## src/rtl/postbox_pkg.sv

```systemverilog
// rtl/postbox_pkg.sv - shared types and default parameters for the POST-box link scheduler
package postbox_pkg;

  typedef enum logic [1:0] {
    TX_IDLE  = 2'd0,
    TX_OFFER = 2'd1,
    TX_ACK   = 2'd2
  } tx_state_t;

  localparam int DEF_RX_DEPTH    = 16;
  localparam int DEF_RX_AW       = 4;
  localparam int DEF_SYNC_STAGES = 2;

endpackage

```

## src/rtl/postbox_pulse_sync.sv

```systemverilog
// rtl/postbox_pulse_sync.sv - synchroniser chain plus rising-edge detector for an async strobe
module postbox_pulse_sync #(
  parameter int STAGES = 2
) (
  input  logic clk,
  input  logic rst,
  input  logic strobe,
  output logic pulse
);

  logic [STAGES-1:0] chain;
  logic              prev;

  always_ff @(posedge clk or posedge rst) begin
    if (rst) begin
      chain <= '0;
      prev  <= 1'b0;
    end else begin
      chain <= {chain[STAGES-2:0], strobe};
      prev  <= chain[STAGES-1];
    end
  end

  // One pulse per rising edge, however long the strobe stays high
  assign pulse = chain[STAGES-1] & ~prev;

endmodule

```

## src/rtl/postbox_link_sched.sv

```systemverilog
// rtl/postbox_link_sched.sv - round-robin INPUT byte arbiter and OUTPUT byte FIFO for the postcode engine
module postbox_link_sched
  import postbox_pkg::*;
#(
  parameter int RX_DEPTH    = DEF_RX_DEPTH,
  parameter int RX_AW       = DEF_RX_AW,
  parameter int SYNC_STAGES = DEF_SYNC_STAGES
) (
  input  logic       refclk,
  input  logic       reset,
  input  logic [7:0] pc_rxdata,
  input  logic       pc_rxstrobe,
  output logic       pc_rxready,
  output logic [7:0] pc_txdata,
  output logic       pc_txpending,
  input  logic       pc_txdone,
  input  logic [7:0] req0_data,
  input  logic       req0_valid,
  output logic       req0_ack,
  input  logic [7:0] req1_data,
  input  logic       req1_valid,
  output logic       req1_ack,
  output logic [7:0] rx_data,
  output logic       rx_valid,
  input  logic       rx_pop,
  output logic       rx_overflow,
  output logic       tx_owner
);

  localparam logic [RX_AW:0] CNT_FULL      = (RX_AW+1)'(RX_DEPTH);
  localparam logic [RX_AW:0] CNT_READY_MAX = (RX_AW+1)'(RX_DEPTH - 2);

  logic rx_evt;
  logic txdone_evt;

  postbox_pulse_sync #(.STAGES(SYNC_STAGES)) u_rx_sync (
    .clk    (refclk),
    .rst    (reset),
    .strobe (pc_rxstrobe),
    .pulse  (rx_evt)
  );

  postbox_pulse_sync #(.STAGES(SYNC_STAGES)) u_txdone_sync (
    .clk    (refclk),
    .rst    (reset),
    .strobe (pc_txdone),
    .pulse  (txdone_evt)
  );

  logic [7:0]       mem [RX_DEPTH];
  logic [RX_AW-1:0] wr_ptr;
  logic [RX_AW-1:0] rd_ptr;
  logic [RX_AW:0]   count;
  logic             fifo_full;
  logic             pop_ok;
  logic             push_ok;

  assign fifo_full = (count == CNT_FULL);
  assign rx_valid  = (count != '0);
  assign pop_ok    = rx_pop & rx_valid;
  // A full FIFO still takes a byte when the head leaves in the same cycle
  assign push_ok   = rx_evt & (~fifo_full | pop_ok);

  always_ff @(posedge refclk) begin
    if (push_ok) begin
      mem[wr_ptr] <= pc_rxdata;
    end
  end

  always_ff @(posedge refclk or posedge reset) begin
    if (reset) begin
      wr_ptr      <= '0;
      rd_ptr      <= '0;
      count       <= '0;
      rx_overflow <= 1'b0;
    end else begin
      if (push_ok) begin
        wr_ptr <= wr_ptr + RX_AW'(1);
      end
      if (pop_ok) begin
        rd_ptr <= rd_ptr + RX_AW'(1);
      end
      case ({push_ok, pop_ok})
        2'b10:   count <= count + (RX_AW+1)'(1);
        2'b01:   count <= count - (RX_AW+1)'(1);
        default: count <= count;
      endcase
      if (rx_evt && !push_ok) begin
        rx_overflow <= 1'b1;
      end
    end
  end

  assign rx_data    = rx_valid ? mem[rd_ptr] : 8'h00;
  // Ready drops one entry early so a strobe already in the synchroniser still fits
  assign pc_rxready = ~reset & (count <= CNT_READY_MAX);

  tx_state_t  state;
  tx_state_t  state_next;
  logic       last_served;
  logic       grant_id;
  logic       any_valid;
  logic [7:0] hold_data;

  assign any_valid = req0_valid | req1_valid;

  always_comb begin
    grant_id = 1'b0;
    if (req0_valid && req1_valid) begin
      grant_id = ~last_served;
    end else if (req1_valid) begin
      grant_id = 1'b1;
    end
  end

  always_ff @(posedge refclk or posedge reset) begin
    if (reset) begin
      state <= TX_IDLE;
    end else begin
      state <= state_next;
    end
  end

  always_comb begin
    state_next = state;
    case (state)
      TX_IDLE:  if (any_valid) state_next = TX_OFFER;
      TX_OFFER: if (txdone_evt) state_next = TX_ACK;
      TX_ACK:   state_next = TX_IDLE;
      default:  state_next = TX_IDLE;
    endcase
  end

  always_comb begin
    pc_txpending = (state == TX_OFFER);
    req0_ack     = (state == TX_ACK) && !tx_owner;
    req1_ack     = (state == TX_ACK) &&  tx_owner;
  end

  // Reset leaves last_served on req1 so req0 wins the first contested grant
  always_ff @(posedge refclk or posedge reset) begin
    if (reset) begin
      tx_owner    <= 1'b0;
      last_served <= 1'b1;
      hold_data   <= 8'h00;
    end else begin
      if (state == TX_IDLE && any_valid) begin
        tx_owner  <= grant_id;
        hold_data <= grant_id ? req1_data : req0_data;
      end
      if (state == TX_ACK) begin
        last_served <= tx_owner;
      end
    end
  end

  assign pc_txdata = hold_data;

endmodule

```

## config.mk

```make
export PLATFORM = sky130hd
export DESIGN_NAME = postbox_link_sched
export DESIGN_NICKNAME = d
export VERILOG_FILES = /design/src/rtl/postbox_pkg.sv /design/src/rtl/postbox_pulse_sync.sv /design/src/rtl/postbox_link_sched.sv
export SDC_FILE = /design/constraint.sdc
export NUM_CORES = 1
export LEC_CHECK = 0
export ABC_CLOCK_PERIOD_IN_PS = 7400
export CAP_MARGIN = 20
export CORE_AREA = 2 2 82 162
export CTS_BUF_LIST = sky130_fd_sc_hd__clkbuf_4 sky130_fd_sc_hd__clkbuf_8 sky130_fd_sc_hd__clkbuf_16
export DETAILED_ROUTE_END_ITERATION = 8
export DIE_AREA = 0 0 84 164
export PLACE_DENSITY = 0.73
export REMOVE_ABC_BUFFERS = 1
export SLEW_MARGIN = 20
export SYNTH_ARGS = -nofsm -noshare
export SYNTH_HDL_FRONTEND = slang
export SYNTH_SLANG_ARGS = --single-unit
```

## constraint.sdc

```tcl
create_clock -name refclk -period 7.4 [get_ports refclk]
set_input_delay 1.48 -clock refclk [delete_from_list [all_inputs] [get_ports refclk]]
set_output_delay 1.48 -clock refclk [all_outputs]
set_load 0.005 [all_outputs]
```

==> flow_summary.rst <==
.. list-table::
   :header-rows: 1

   * - Metric
     - Value
   * - First DRT Iteration DRCs
     - 138
   * - Type of the worst setup path
     - reg -> out
   * - Area growth from synthesis to final layout
     - 18.8%
   * - Clock sink count
     - 160
   * - Run status
     - finished, final reports clean
   * - Proportion of layout cells with a drive suffix above 1
     - 0.166
   * - Ratio of total power to cell area
     - 371 nW/um^2
   * - Switching Share
     - 0.283
   * - Switching power of the nets
     - 828 uW
   * - Number of max-slew violations in the final report
     - 0
   * - Internal Pwr Total
     - 2090 uW
   * - Number of search-and-repair iterations in the first detailed-routing pass
     - 4
   * - Final critical-path setup slack
     - 2.66 ns
   * - Final Routed Wirelength
     - 12.5 mm
   * - Remaining max-slew budget at the tightest pin
     - 0.409
   * - Wire length of the first global-routing pass
     - 19.9 mm
   * - Setup total negative slack
     - 0 ns
   * - PortBufs
     - 53
   * - Synthesized-area fraction occupied by ao, oa, aoi and oai cells
     - 0.0310
   * - Total congestion overflow after global routing
     - 0
   * - Remaining DRCs
     - 0
   * - Final setup skew
     - 0.00595 ns
   * - Portion of the post-synthesis area used by sequential elements
     - 0.701
   * - Number of max-cap violations
     - 0
   * - Clock slew at the register clock pins of the worst setup and hold paths
     - 0.06 ns
   * - Achievable clock frequency
     - 211 MHz
   * - Number of antenna violations at the first check in global routing
     - 0
   * - Endpoints failing hold
     - 0
   * - Post-route core utilization
     - 0.626
   * - CTS tree
     - built
   * - Area of the core
     - 12600 um^2
   * - Number of buffers on the longest clock path
     - 2
   * - Clock period minus final worst setup slack
     - 4.74 ns
   * - Unrepaired setup endpoints after global routing
     - false
   * - Total power of the final layout
     - 2920 uW
   * - Part of the total power dissipated in sequential elements
     - 0.404
   * - Number of global-route vias before repair
     - 3686
   * - Depth of the worst hold-timing path
     - 0
   * - Xor and xnor area share after synthesis
     - 0.0119
   * - Kind of end point of the critical path
     - output pin
   * - Gpl congestion
     - 0.817
   * - Insertion delay of the later-clocked pin in the worst-skew pair
     - 0.42 ns
   * - Number of library cell types mapped by synthesis
     - 40
   * - Avg Inst Size Synth
     - 18.2 um^2
   * - Post-synthesis share of cell area spent on full adders, half adders and majority gates
     - 0.0181
   * - Inserted Clock Buffers
     - 17
   * - Reg2Reg Depth
     - 10
   * - Via Count
     - 3365
   * - CTS Hold Buffers Added
     - 0
   * - Post-detailed-route via-to-cell ratio
     - 5.76
   * - Fraction of power consumed by combinational cells
     - 0.299
   * - Power share of the clock group
     - 0.297
   * - Number of synthesized register bits
     - 160
   * - Hold path startpoint
     - u_rx_sync.chain[0]$_DFF_PP0_
   * - Number of placed I/O pins
     - 54
   * - Pre-CTS setup slack
     - 3.06 ns
   * - R2R Path Start
     - count[0]$_DFFE_PP0P_
   * - Leakage dissipation
     - 0.00279 uW
   * - Highest metal layer with signal wires
     - met4
   * - Final antenna-violating net count
     - 0
   * - Total setup buffers inserted after CTS
     - 0
   * - Largest vdd supply drop
     - 255 uV
   * - Post-Synth Simple-Gate Area
     - 0.0516
   * - Total die area
     - 13800 um^2
   * - Hold Path Class
     - reg -> reg
   * - Post-CTS Resized
     - 0
   * - End of the worst register-to-register path
     - count[4]$_DFFE_PP0P_
   * - Multiplexer share of the synthesized area
     - 0.165
   * - Effective utilization at floorplan
     - 0.528
   * - WP data arrival
     - 3.26 ns
   * - Minimum hold slack
     - 0.347 ns
   * - Horizontal die dimension
     - 84 um
   * - Register-to-register setup slack
     - 4.50 ns
   * - Gate count of the mapped netlist
     - 364
   * - Critical Path RT
     - 5.92 ns
   * - Largest fanout on the critical path
     - 21
   * - Post-detail-place hpwl
     - 8.56 mm
   * - Synth warn
     - 0
   * - Number of endpoints failing setup at the final stage
     - 0
   * - Met3 wire len
     - 465 um
   * - Combined area of all synthesized cells
     - 6620 um^2
   * - CTS H-Tree Depth
     - 4
   * - Global routing usage summed across all routing layers
     - 0.198
   * - Die height
     - 164 um
   * - Worst setup SP type
     - register
   * - Pin slew with the least headroom to its limit
     - 0.887 ns
   * - Met1 Wirelength
     - 4.62 mm
   * - Number of inserted diodes
     - 0
   * - Endpoint with the worst hold slack
     - u_rx_sync.chain[1]$_DFF_PP0_
   * - Number of cell rows
     - 58
   * - Total met2 wirelength after detailed routing
     - 6.98 mm
   * - Final period utilization
     - 0.640
   * - Pin count of the biggest net entering global routing
     - 33
   * - Main combinational cell family by area after synthesis
     - multiplexers
   * - WL per Instance
     - 21.4 um
   * - Root buffer cell
     - sky130_fd_sc_hd__clkbuf_16
   * - Post-layout net count
     - 463
how the worst max path moves through the flow:
stage,slack [ns],cells past startpoint,start,to
after global routing,2.45,6,rd_ptr[1]$_DFFE_PP0P_,rx_data[5]
final,2.66,6,rd_ptr[1]$_DFFE_PP0P_,rx_data[5]
after global placement,3.09,6,rd_ptr[1]$_DFFE_PP0P_,rx_data[5]
after floorplan,3.72,4,rd_ptr[1]$_DFFE_PP0P_,rx_data[0]
after CTS,2.60,6,rd_ptr[1]$_DFFE_PP0P_,rx_data[5]
after detailed placement,3.06,6,rd_ptr[1]$_DFFE_PP0P_,rx_data[5]
synthesized netlist by cell type (all sizes together):
master / count / share of area
xnor2: 9 / 0.012
and3: 1 / 0.00095
and3b: 2 / 0.0026
o21ai: 19 / 0.014
edfxtp: 128 / 0.58
mux2i: 19 / 0.029
and4: 4 / 0.0053
nand3: 4 / 0.0030
a31oi: 1 / 0.00095
a31o: 1 / 0.0013
clkbuf: 7 / 0.0040
nor3: 2 / 0.0015
fa: 1 / 0.0030
mux4: 32 / 0.11
mux2: 13 / 0.022
nand4: 1 / 0.00095
nor2: 6 / 0.0034
nor4: 1 / 0.0032
nor3b: 2 / 0.0023
buf: 11 / 0.012
nand2: 13 / 0.0074
nand3b: 1 / 0.0011
a21oi: 12 / 0.0091
dfstp: 1 / 0.0040
dfrtp: 31 / 0.12
nand2b: 4 / 0.0038
and2: 13 / 0.012
o22ai: 1 / 0.0019
a21o: 2 / 0.0023
inv: 9 / 0.0051
nor2b: 4 / 0.0038
ha: 8 / 0.015
a21boi: 1 / 0.0011
power by group through the flow:
stage	sequential [uW]	combinational [uW]	clock (uW)
after floorplan	1240	482	0
after global placement	1190	872	0
after detailed placement	1200	886	0
after CTS	1180	891	884
after global routing	1200	955	918
final	1180	873	868
registers in the layout (all words and copies together), names as in the netlist:
signal	count
tx_owner	1
pc_txdata	8
state	2
u_rx_sync.prev	1
last_served	1
rd_ptr	4
u_txdone_sync.prev	1
u_txdone_sync.chain	2
u_rx_sync.chain	2
mem	128
wr_ptr	4
count	5
rx_overflow	1
cell type report:
| class | count | area [um^2] |
|---|---|---|
| Clock buffer | 17 | 425 |
| Sequential cell | 160 | 4650 |
| Multi-Input combinational cell | 177 | 1840 |
| Tap cell | 150 | 188 |
| Inverter | 9 | 33.8 |
| Timing Repair Buffer | 58 | 568 |
| Fill cell | 892 | 4690 |
| Clock inverter | 13 | 164 |
metal layers:
metal	vias up	GRT usage
met1	1695	0.210
met5	-	0
met2	96	0.361
met4	0	0.100
li1	1544	-
met3	30	0.0492
worst max-delay path, cell delays in order, from the launching register on:
cell	delay, ns
sky130_fd_sc_hd__dfrtp_1	0.85
sky130_fd_sc_hd__buf_4	0.44
sky130_fd_sc_hd__mux4_1	0.60
sky130_fd_sc_hd__mux2_2	0.28
sky130_fd_sc_hd__o21ai_1	0.13
sky130_fd_sc_hd__a21oi_1	0.06
sky130_fd_sc_hd__clkdlybuf4s50_1	0.48
cell families after synthesis:
kind of cell               after synthesis
AOI/OAI and AO/OA                       37
xor gates and xnor gates                 9
adders and majority gates                9
buffers and inverters                   27
DFF                                    160
muxes                                   64
and+or+nand+nor                         58
through the flow:
stage / std cells / cell area (um^2)
after floorplan: 346 / 6520
after global placement: 554 / 7270
after detailed placement: 554 / 7270
after CTS: 584 / 7860
after global routing: 584 / 7870
final: 584 / 7870
placed cells by master, fill, tap and decap left out, drive strengths merged, types with 3 or more instances in the layout:
| master | instances |
|---|---|
| nand2 | 13 |
| clkinvlp | 4 |
| bufinv | 3 |
| and2 | 13 |
| clkdlybuf4s50 | 53 |
| and4 | 4 |
| clkbuf | 17 |
| o21ai | 19 |
| buf | 5 |
| nor2b | 4 |
| a21oi | 12 |
| mux2 | 13 |
| dfrtp | 31 |
| inv | 12 |
| nand3 | 4 |
| clkinv | 3 |
| edfxtp | 128 |
| nor2 | 6 |
| xnor2 | 9 |
| mux4 | 32 |
| nand2b | 4 |
| mux2i | 19 |
| ha | 8 |
Power figures use the tool's default switching activity.
